### config.mk
export PLATFORM = sky130hd
export DESIGN_NAME = muldiv_hilo_ctrl_flat
export DESIGN_NICKNAME = d
export VERILOG_FILES = /design/src/rtl/muldiv_hilo_ctrl_if.sv /design/src/rtl/muldiv_hilo_ctrl.sv /design/src/flat_wrapper.sv
export SDC_FILE = /design/constraint.sdc
export NUM_CORES = 1
export LEC_CHECK = 0
export BUFFER_PORTS_ARGS = -buffer_cell sky130_fd_sc_hd__buf_2
export CORE_MARGIN = 2
export CORE_UTILIZATION = 61
export CTS_CLUSTER_SIZE = 10
export DETAILED_ROUTE_END_ITERATION = 16
export GPL_TIMING_DRIVEN = 0
export PLACE_DENSITY = 0.89
export SLEW_MARGIN = 20
export SYNTH_ARGS = -nofsm -noshare
export SYNTH_HDL_FRONTEND = slang
export SYNTH_SLANG_ARGS = --single-unit
export TNS_END_PERCENT = 100
### constraint.sdc
create_clock -name clk -period 5.8 [get_ports clk]
set_input_delay 1.16 -clock clk [delete_from_list [all_inputs] [get_ports clk]]
set_output_delay 1.16 -clock clk [all_outputs]
set_load 0.005 [all_outputs]
### src/rtl/muldiv_hilo_ctrl_if.sv
// Issue/result bundle between the EX stage and the multiply/divide sequencer.
// The master side is the pipeline; the slave side is muldiv_hilo_ctrl.
interface muldiv_hilo_ctrl_if #(
    parameter int WIDTH = 32
);
    logic             start_i;
    logic [1:0]       op_i;
    logic [WIDTH-1:0] src_a_i;
    logic [WIDTH-1:0] src_b_i;
    logic             flush_i;
    logic             wr_hi_i;
    logic             wr_lo_i;
    logic [WIDTH-1:0] wr_data_i;
    logic             rd_hilo_i;
    logic [WIDTH-1:0] hi_o;
    logic [WIDTH-1:0] lo_o;
    logic             busy_o;
    logic             done_o;
    logic             stall_o;

    modport master (
        output start_i, op_i, src_a_i, src_b_i, flush_i,
        output wr_hi_i, wr_lo_i, wr_data_i, rd_hilo_i,
        input  hi_o, lo_o, busy_o, done_o, stall_o
    );

    modport slave (
        input  start_i, op_i, src_a_i, src_b_i, flush_i,
        input  wr_hi_i, wr_lo_i, wr_data_i, rd_hilo_i,
        output hi_o, lo_o, busy_o, done_o, stall_o
    );
endinterface

### src/rtl/muldiv_hilo_ctrl.sv
// MULT/MULTU/DIV/DIVU sequencer owning HI/LO: shared shift-add / restoring-divide
// datapath, WIDTH cycles per op. Define MULDIV_FAST_MULT_EN for single-cycle multiplies.
module muldiv_hilo_ctrl #(
    parameter int WIDTH = 32
) (
    input  logic               clk,
    input  logic               resetn,
    muldiv_hilo_ctrl_if.slave  bus
);
    localparam int CNT_W = $clog2(WIDTH);
    localparam logic [CNT_W-1:0] LAST_CNT = CNT_W'(WIDTH - 1);

    typedef enum logic [0:0] {
        ST_IDLE = 1'b0,
        ST_CALC = 1'b1
    } state_t;

    function automatic logic [WIDTH-1:0] cond_neg_w(input logic neg, input logic [WIDTH-1:0] v);
        cond_neg_w = neg ? (~v + {{(WIDTH-1){1'b0}}, 1'b1}) : v;
    endfunction

    function automatic logic [2*WIDTH-1:0] cond_neg_d(input logic neg, input logic [2*WIDTH-1:0] v);
        cond_neg_d = neg ? (~v + {{(2*WIDTH-1){1'b0}}, 1'b1}) : v;
    endfunction

    state_t           state_r;
    logic [CNT_W-1:0] cnt_r;
    logic             is_div_r;
    logic             neg_q_r;
    logic             neg_rem_r;
    logic             div0_r;
    logic [WIDTH-1:0] opnd_r;
    logic [WIDTH-1:0] acc_hi_r;
    logic [WIDTH-1:0] acc_lo_r;
    logic [WIDTH-1:0] hi_r;
    logic [WIDTH-1:0] lo_r;
    logic             busy_r;
    logic             done_r;

    logic             a_neg_s;
    logic             b_neg_s;
    logic [WIDTH-1:0] a_abs_s;
    logic [WIDTH-1:0] b_abs_s;
    logic             calc_go_s;
    logic [WIDTH:0]   mul_sum_s;
    logic [WIDTH-1:0] rem_sh_s;
    logic             rem_ge_s;
    logic [WIDTH-1:0] step_hi_s;
    logic [WIDTH-1:0] step_lo_s;
    logic [2*WIDTH-1:0] prod_fix_s;
    logic [WIDTH-1:0] res_hi_s;
    logic [WIDTH-1:0] res_lo_s;

    // Operand magnitudes and start qualification for the iterative path
    always_comb begin
        a_neg_s   = ~bus.op_i[0] & bus.src_a_i[WIDTH-1];
        b_neg_s   = ~bus.op_i[0] & bus.src_b_i[WIDTH-1];
        a_abs_s   = cond_neg_w(a_neg_s, bus.src_a_i);
        b_abs_s   = cond_neg_w(b_neg_s, bus.src_b_i);
        calc_go_s = 1'b0;
        if ((state_r == ST_IDLE) && bus.start_i && !bus.flush_i) begin
`ifdef MULDIV_FAST_MULT_EN
            calc_go_s = bus.op_i[1];
`else
            calc_go_s = 1'b1;
`endif
        end else begin
            calc_go_s = 1'b0;
        end
    end

`ifdef MULDIV_FAST_MULT_EN
    logic               fast_go_s;
    logic [2*WIDTH-1:0] fast_a_s;
    logic [2*WIDTH-1:0] fast_b_s;
    logic [2*WIDTH-1:0] fast_prod_s;

    // Single-cycle multiply: sign-extend for MULT, zero-extend for MULTU
    always_comb begin
        fast_go_s   = (state_r == ST_IDLE) && bus.start_i && !bus.flush_i && !bus.op_i[1];
        fast_a_s    = {{WIDTH{a_neg_s}}, bus.src_a_i};
        fast_b_s    = {{WIDTH{b_neg_s}}, bus.src_b_i};
        fast_prod_s = fast_a_s * fast_b_s;
    end
`endif

    // One datapath step: acc_hi holds partial product / remainder, acc_lo multiplier / quotient
    always_comb begin
        mul_sum_s = {1'b0, acc_hi_r} + (acc_lo_r[0] ? {1'b0, opnd_r} : {(WIDTH+1){1'b0}});
        rem_sh_s  = {acc_hi_r[WIDTH-2:0], acc_lo_r[WIDTH-1]};
        rem_ge_s  = acc_hi_r[WIDTH-1] | (rem_sh_s >= opnd_r);
        if (!is_div_r) begin
            step_hi_s = mul_sum_s[WIDTH:1];
            step_lo_s = {mul_sum_s[0], acc_lo_r[WIDTH-1:1]};
        end else if (rem_ge_s) begin
            step_hi_s = rem_sh_s - opnd_r;
            step_lo_s = {acc_lo_r[WIDTH-2:0], 1'b1};
        end else begin
            step_hi_s = rem_sh_s;
            step_lo_s = {acc_lo_r[WIDTH-2:0], 1'b0};
        end
    end

    // Sign fix-up of the final step; a zero divisor leaves an all-ones quotient
    always_comb begin
        prod_fix_s = cond_neg_d(neg_q_r, {step_hi_s, step_lo_s});
        if (is_div_r) begin
            res_hi_s = cond_neg_w(neg_rem_r, step_hi_s);
            res_lo_s = div0_r ? {WIDTH{1'b1}} : cond_neg_w(neg_q_r, step_lo_s);
        end else begin
            res_hi_s = prod_fix_s[2*WIDTH-1:WIDTH];
            res_lo_s = prod_fix_s[WIDTH-1:0];
        end
    end

    // Sequencer FSM, datapath registers and HI/LO ownership
    always_ff @(posedge clk or negedge resetn) begin
        if (!resetn) begin
            state_r   <= ST_IDLE;
            cnt_r     <= {CNT_W{1'b0}};
            is_div_r  <= 1'b0;
            neg_q_r   <= 1'b0;
            neg_rem_r <= 1'b0;
            div0_r    <= 1'b0;
            opnd_r    <= {WIDTH{1'b0}};
            acc_hi_r  <= {WIDTH{1'b0}};
            acc_lo_r  <= {WIDTH{1'b0}};
            hi_r      <= {WIDTH{1'b0}};
            lo_r      <= {WIDTH{1'b0}};
            busy_r    <= 1'b0;
            done_r    <= 1'b0;
        end else begin
            done_r <= 1'b0;
            case (state_r)
                ST_IDLE: begin
                    busy_r <= 1'b0;
                    if (bus.wr_hi_i) hi_r <= bus.wr_data_i;
                    if (bus.wr_lo_i) lo_r <= bus.wr_data_i;
`ifdef MULDIV_FAST_MULT_EN
                    if (fast_go_s) begin
                        hi_r   <= fast_prod_s[2*WIDTH-1:WIDTH];
                        lo_r   <= fast_prod_s[WIDTH-1:0];
                        done_r <= 1'b1;
                    end
`endif
                    if (calc_go_s) begin
                        is_div_r  <= bus.op_i[1];
                        neg_q_r   <= a_neg_s ^ b_neg_s;
                        neg_rem_r <= a_neg_s;
                        div0_r    <= bus.op_i[1] && (bus.src_b_i == {WIDTH{1'b0}});
                        opnd_r    <= bus.op_i[1] ? b_abs_s : a_abs_s;
                        acc_hi_r  <= {WIDTH{1'b0}};
                        acc_lo_r  <= bus.op_i[1] ? a_abs_s : b_abs_s;
                        cnt_r     <= {CNT_W{1'b0}};
                        busy_r    <= 1'b1;
                        state_r   <= ST_CALC;
                    end
                end
                ST_CALC: begin
                    if (bus.flush_i) begin
                        busy_r  <= 1'b0;
                        cnt_r   <= {CNT_W{1'b0}};
                        state_r <= ST_IDLE;
                    end else begin
                        acc_hi_r <= step_hi_s;
                        acc_lo_r <= step_lo_s;
                        cnt_r    <= cnt_r + CNT_W'(1);
                        if (cnt_r == LAST_CNT) begin
                            hi_r    <= res_hi_s;
                            lo_r    <= res_lo_s;
                            done_r  <= 1'b1;
                            busy_r  <= 1'b0;
                            state_r <= ST_IDLE;
                        end
                    end
                end
                default: begin
                    busy_r  <= 1'b0;
                    state_r <= ST_IDLE;
                end
            endcase
        end
    end

    assign bus.hi_o    = hi_r;
    assign bus.lo_o    = lo_r;
    assign bus.busy_o  = busy_r;
    assign bus.done_o  = done_r;
    assign bus.stall_o = busy_r & (bus.start_i | bus.rd_hilo_i | bus.wr_hi_i | bus.wr_lo_i);
endmodule

### src/flat_wrapper.sv
// flat-port wrapper written by rule: the top's interface ports become plain ports
module muldiv_hilo_ctrl_flat 
#(
    parameter int WIDTH = 32
)
  (clk, resetn, bus_start_i, bus_op_i, bus_src_a_i, bus_src_b_i, bus_flush_i, bus_wr_hi_i, bus_wr_lo_i, bus_wr_data_i, bus_rd_hilo_i, bus_hi_o, bus_lo_o, bus_busy_o, bus_done_o, bus_stall_o);
  muldiv_hilo_ctrl_if #(.WIDTH(WIDTH)) bus_i ();
  input  logic clk;
  input  logic resetn;
  input wire logic [$bits(bus_i.start_i)-1:0] bus_start_i;
  input wire logic [$bits(bus_i.op_i)-1:0] bus_op_i;
  input wire logic [$bits(bus_i.src_a_i)-1:0] bus_src_a_i;
  input wire logic [$bits(bus_i.src_b_i)-1:0] bus_src_b_i;
  input wire logic [$bits(bus_i.flush_i)-1:0] bus_flush_i;
  input wire logic [$bits(bus_i.wr_hi_i)-1:0] bus_wr_hi_i;
  input wire logic [$bits(bus_i.wr_lo_i)-1:0] bus_wr_lo_i;
  input wire logic [$bits(bus_i.wr_data_i)-1:0] bus_wr_data_i;
  input wire logic [$bits(bus_i.rd_hilo_i)-1:0] bus_rd_hilo_i;
  output wire logic [$bits(bus_i.hi_o)-1:0] bus_hi_o;
  output wire logic [$bits(bus_i.lo_o)-1:0] bus_lo_o;
  output wire logic [$bits(bus_i.busy_o)-1:0] bus_busy_o;
  output wire logic [$bits(bus_i.done_o)-1:0] bus_done_o;
  output wire logic [$bits(bus_i.stall_o)-1:0] bus_stall_o;
  assign bus_i.start_i = bus_start_i;
  assign bus_i.op_i = bus_op_i;
  assign bus_i.src_a_i = bus_src_a_i;
  assign bus_i.src_b_i = bus_src_b_i;
  assign bus_i.flush_i = bus_flush_i;
  assign bus_i.wr_hi_i = bus_wr_hi_i;
  assign bus_i.wr_lo_i = bus_wr_lo_i;
  assign bus_i.wr_data_i = bus_wr_data_i;
  assign bus_i.rd_hilo_i = bus_rd_hilo_i;
  assign bus_hi_o = bus_i.hi_o;
  assign bus_lo_o = bus_i.lo_o;
  assign bus_busy_o = bus_i.busy_o;
  assign bus_done_o = bus_i.done_o;
  assign bus_stall_o = bus_i.stall_o;
  muldiv_hilo_ctrl #(.WIDTH(WIDTH)) u_core (.clk(clk), .resetn(resetn), .bus(bus_i));
endmodule
==> reports/results.tsv <==
stage	metric	value	unit
run_status	status	finished, final reports clean	
drt	DRC viols	0	
critical_path	crit start category	flip-flop	
critical_path	Critical Path Max Stage Delay	520	ps
timing	Fin. Hold Viols	0	
timing	fmax	0.176	GHz
synthesis	simple-gate share of the synthesized area	0.225	
synthesis	EDFF count, synth	0	
finish	area delta synth->final	12.6	%
drt	1st-iter DRT viols	2611	
die	DIE AREA	27600	sq um
die	initial cell density of the core	0.619	
place	hpwl dp	51100	um
die	die width	166	um
timing	Slew headroom	0.305	
synthesis	Post-Syn Nets	2335	
grt	global route overflow	0	
synthesis	Commonest cells post-synth	nand2_1 (295), o21ai_0 (248), a21oi_1 (211)	
critical_path	critical path's most frequent cell	a21oi_1	
timing	Final Slew Violations	0	
grt	largest net degree at the start of global routing	92	
power_and_ir_drop	VDD IR max	0.279	mV
synthesis	largest family of logic cells by synthesized area	compound AO/OA/AOI/OAI gates	
clock_tree	CTS tree	yes	
drt	vias per inst	6.81	
timing	Clock Skew	20.3	ps
drt	average wire per standard cell	24.0	um
synthesis	Yosys top cell area share	0.269	
critical_path	Buf/Inv on CP	3	
grt	total global-route track usage	0.459	
synthesis	post-synthesis sequential area ratio	0.269	
finish	footprint of the multi-input gates	11000	sq um
min_path	HP Class	reg2reg	
power_and_ir_drop	pwr dens	434	nW/um^2
synthesis	synthesized area	16000	sq um
synthesis	xor and xnor fraction of the mapped netlist area	0.0814	
finish	Final Instance Area	18100	sq um
critical_path	Critical Path End Type	flip-flop	
place	Post-DP Area	17300	sq um
flow_run	total of max-cap violations	0	
power_and_ir_drop	Leak	7.74	nW
clock_tree	Clock Tree Root	clkbuf_16	
synthesis	Yosys warnings	0	
critical_path	Critical Path RT	6180	ps
drt	vias post-DR	18400	
timing	Tmin final	5700	ps
clock_tree	latest clock arrival within the worst-skew pair	460	ps
clock_tree	cts hold-fix bufs	0	
power_and_ir_drop	Sw Share	0.518	
drt	final antenna-violating net count	0	
drt	Post-Route WL	64700	um
synthesis	Yosys cell types	88	
die	core area	25900	sq um
critical_path	Worst EP arrival	6070	ps
die	top-level I/O count	172	
timing	actual slew at the worst max-slew pin	1040	ps
synthesis	mux contribution to synthesized area	0.0333	
grt	antenna violations before repair	1	
grt	vias in the first global route	17500	
power_and_ir_drop	Clk pwr share	0.157	
finish	Register Area	4310	sq um
power_and_ir_drop	Seq pwr share	0.237	
power_and_ir_drop	P_int	3.77	mW
die	std cell rows	59	
critical_path	WS Path Type	reg2reg	
synthesis	most common cell in the synthesized netlist	nand2_1	
die	Die H	166	um
synthesis	Synth Instances	2158	
timing	post-route clock period utilization	0.982	
critical_path	Slowest cell on crit path	or3b_2	
synthesis	#FFs+latches synth	172	
synthesis	Main synth FF type	dfrtp_1	
grt	global-route wire length before repair	98900	um
synthesis	area fraction in compound gates after synthesis	0.284	
finish	final std cells w/o fill	2696	
synthesis	dominant cell type by area after synthesis	dfrtp_1	
synthesis	largest cells by area after synthesis	dfrtp_1 (27%), o21ai_0 (7.7%), nand2_1 (6.9%), a21oi_1 (6.6%), ha_1 (5.5%)	
finish	ratio of cells with drive above 1 in the final layout	0.121	
critical_path	CP Max Fanout	17	
synthesis	Mean Syn Cell Area	7.43	sq um
critical_path	CP cell instances	inv_1, ha_1, buf_2, a21oi_1, o21ai_1, a221oi_2, o21a_4, a31oi_1, inv_1, ha_1, o21ai_0, or2_2, o31a_1, or3b_2, a21oi_1, a21boi_4, a22oi_1, xor2_1, mux2i_1, a21oi_1	
finish	FILL cells	2217	
finish	Final Net Count	2523	
place	count of buffers from port buffering	171	
power_and_ir_drop	Comb pwr share	0.606	
clock_tree	clock sink count	172	
power_and_ir_drop	switching power	4.06	mW
drt	DR pass1 iterations	11	
place	placed instance count	2665	
synthesis	Async SR Flop Fraction	1.00	
place	GP Congestion	1.05	
clock_tree	# H-tree levels	4	
critical_path	crit-path leading delay family	compound AO/OA/AOI/OAI gates	
clock_tree	clock-pin slew on the worst setup and hold paths	80	ps
clock_tree	Num CTS Buffers	17	
synthesis	Adder-Cell Fraction of Synth Area	0.0571	
clock_tree	clock buffer depth	2	
timing	final setup violating endpoints	0	
## registers in the layout, summed over array words and instances, names as in the netlist
name,cells
u_core.acc_hi_r,32
u_core.acc_lo_r,32
u_core.bus.hi_o,32
u_core.bus.lo_o,32
u_core.opnd_r,32
u_core.cnt_r,5
u_core.bus.busy_o,1
u_core.bus.done_o,1
u_core.div0_r,1
u_core.is_div_r,1
u_core.neg_q_r,1
u_core.neg_rem_r,1
u_core.state_r,1
## path summary, 6_finish.rpt
check,cells after the start,slack [ps],endpoint,start
worst max-delay path,20,100,u_core.bus.hi_o[22],u_core.opnd_r[25]
min in group asynchronous,1,650,u_core.cnt_r[3],resetn
worst min register to register,2,490,u_core.bus.lo_o[4],u_core.bus.lo_o[4]
max in group asynchronous,2,4180,u_core.acc_lo_r[0],resetn
worst max register to register,20,100,u_core.bus.hi_o[22],u_core.opnd_r[25]
worst min-delay path,2,490,u_core.bus.lo_o[4],u_core.bus.lo_o[4]
## metal layers
metal	track usage	share of wire
met5	0	0.00017
met4	0.287	0.072
met3	0.137	0.12
met2	0.710	0.44
met1	0.564	0.37
## cell type report
cell class,instances,share of cell area
well taps,335,0.0232
flip-flops and latches,172,0.238
clock buffers,17,0.0236
repair buffers,173,0.0499
inverters,77,0.0160
clock inverters,15,0.0107
plain buffers,122,0.0286
diodes,2,0.000277
multi-input cells,1783,0.609
## what timing repair did
action                     4_1_cts  5_1_grt
pin swaps                        0        1
cloned                           0        0
setup endpoints to repair       16       10
setup buffers                    0        1
resized for setup                7       15
## cell families (layout without fill, tap and decap cells)
family / after synthesis / count (layout)
AOI/OAI and AO/OA: 742 / 742
xor gates and xnor gates: 149 / 149
adders and majority gates: 72 / 72
buffers and inverters: 203 / 404
DFF: 172 / 172
muxes: 53 / 53
other: 0 / 2
and+or+nand+nor: 767 / 767
## stage by stage
step,power [mW],hold WS [ps],TNS [ps],worst slack (ps),util
floorplan,4.87,463,0,1050,-
global placement,6.23,466,-3220,-677,0.668
detailed placement,6.33,469,-3630,-767,0.669
CTS,7.56,487,0,50.4,0.694
global route,8.23,507,-26.8,-21.4,0.697
finish,7.84,487,0,104,0.697
## power groups by stage
stage	sequential [mW]	clock, mW	combinational, mW
floorplan	1.71	0	3.16
global placement	1.83	0	4.40
detailed placement	1.85	0	4.48
CTS	1.83	1.21	4.52
global route	1.87	1.26	5.10
finish	1.86	1.23	4.75
## cell usage in the layout, fill, tap and decap left out, drive strengths merged, types with 8 or more instances in the layout
master	count
a2111oi	9
a211oi	19
a21boi	14
a21o	23
a21oi	212
a22oi	14
a31oi	20
and2	45
and3	12
buf	205
clkbuf	106
dfrtp	172
ha	70
inv	83
mux2i	51
nand2	295
nand2b	17
nand3	30
nand4	29
nor2	194
nor2b	10
nor3	44
nor3b	10
nor4	17
o211ai	14
o21a	14
o21ai	258
o21bai	8
o22ai	34
o31ai	35
o41ai	8
or2	10
or3	23
or4	12
xnor2	83
xor2	66
## worst min-delay path, delay by kind of cell (launching register included)
kind | cells | cell delay [ps]
DFF | 1 | 350
AOI/OAI and AO/OA | 1 | 60
and+or+nand+nor | 1 | 50
No activity file was read; power rests on OpenSTA's default activity.
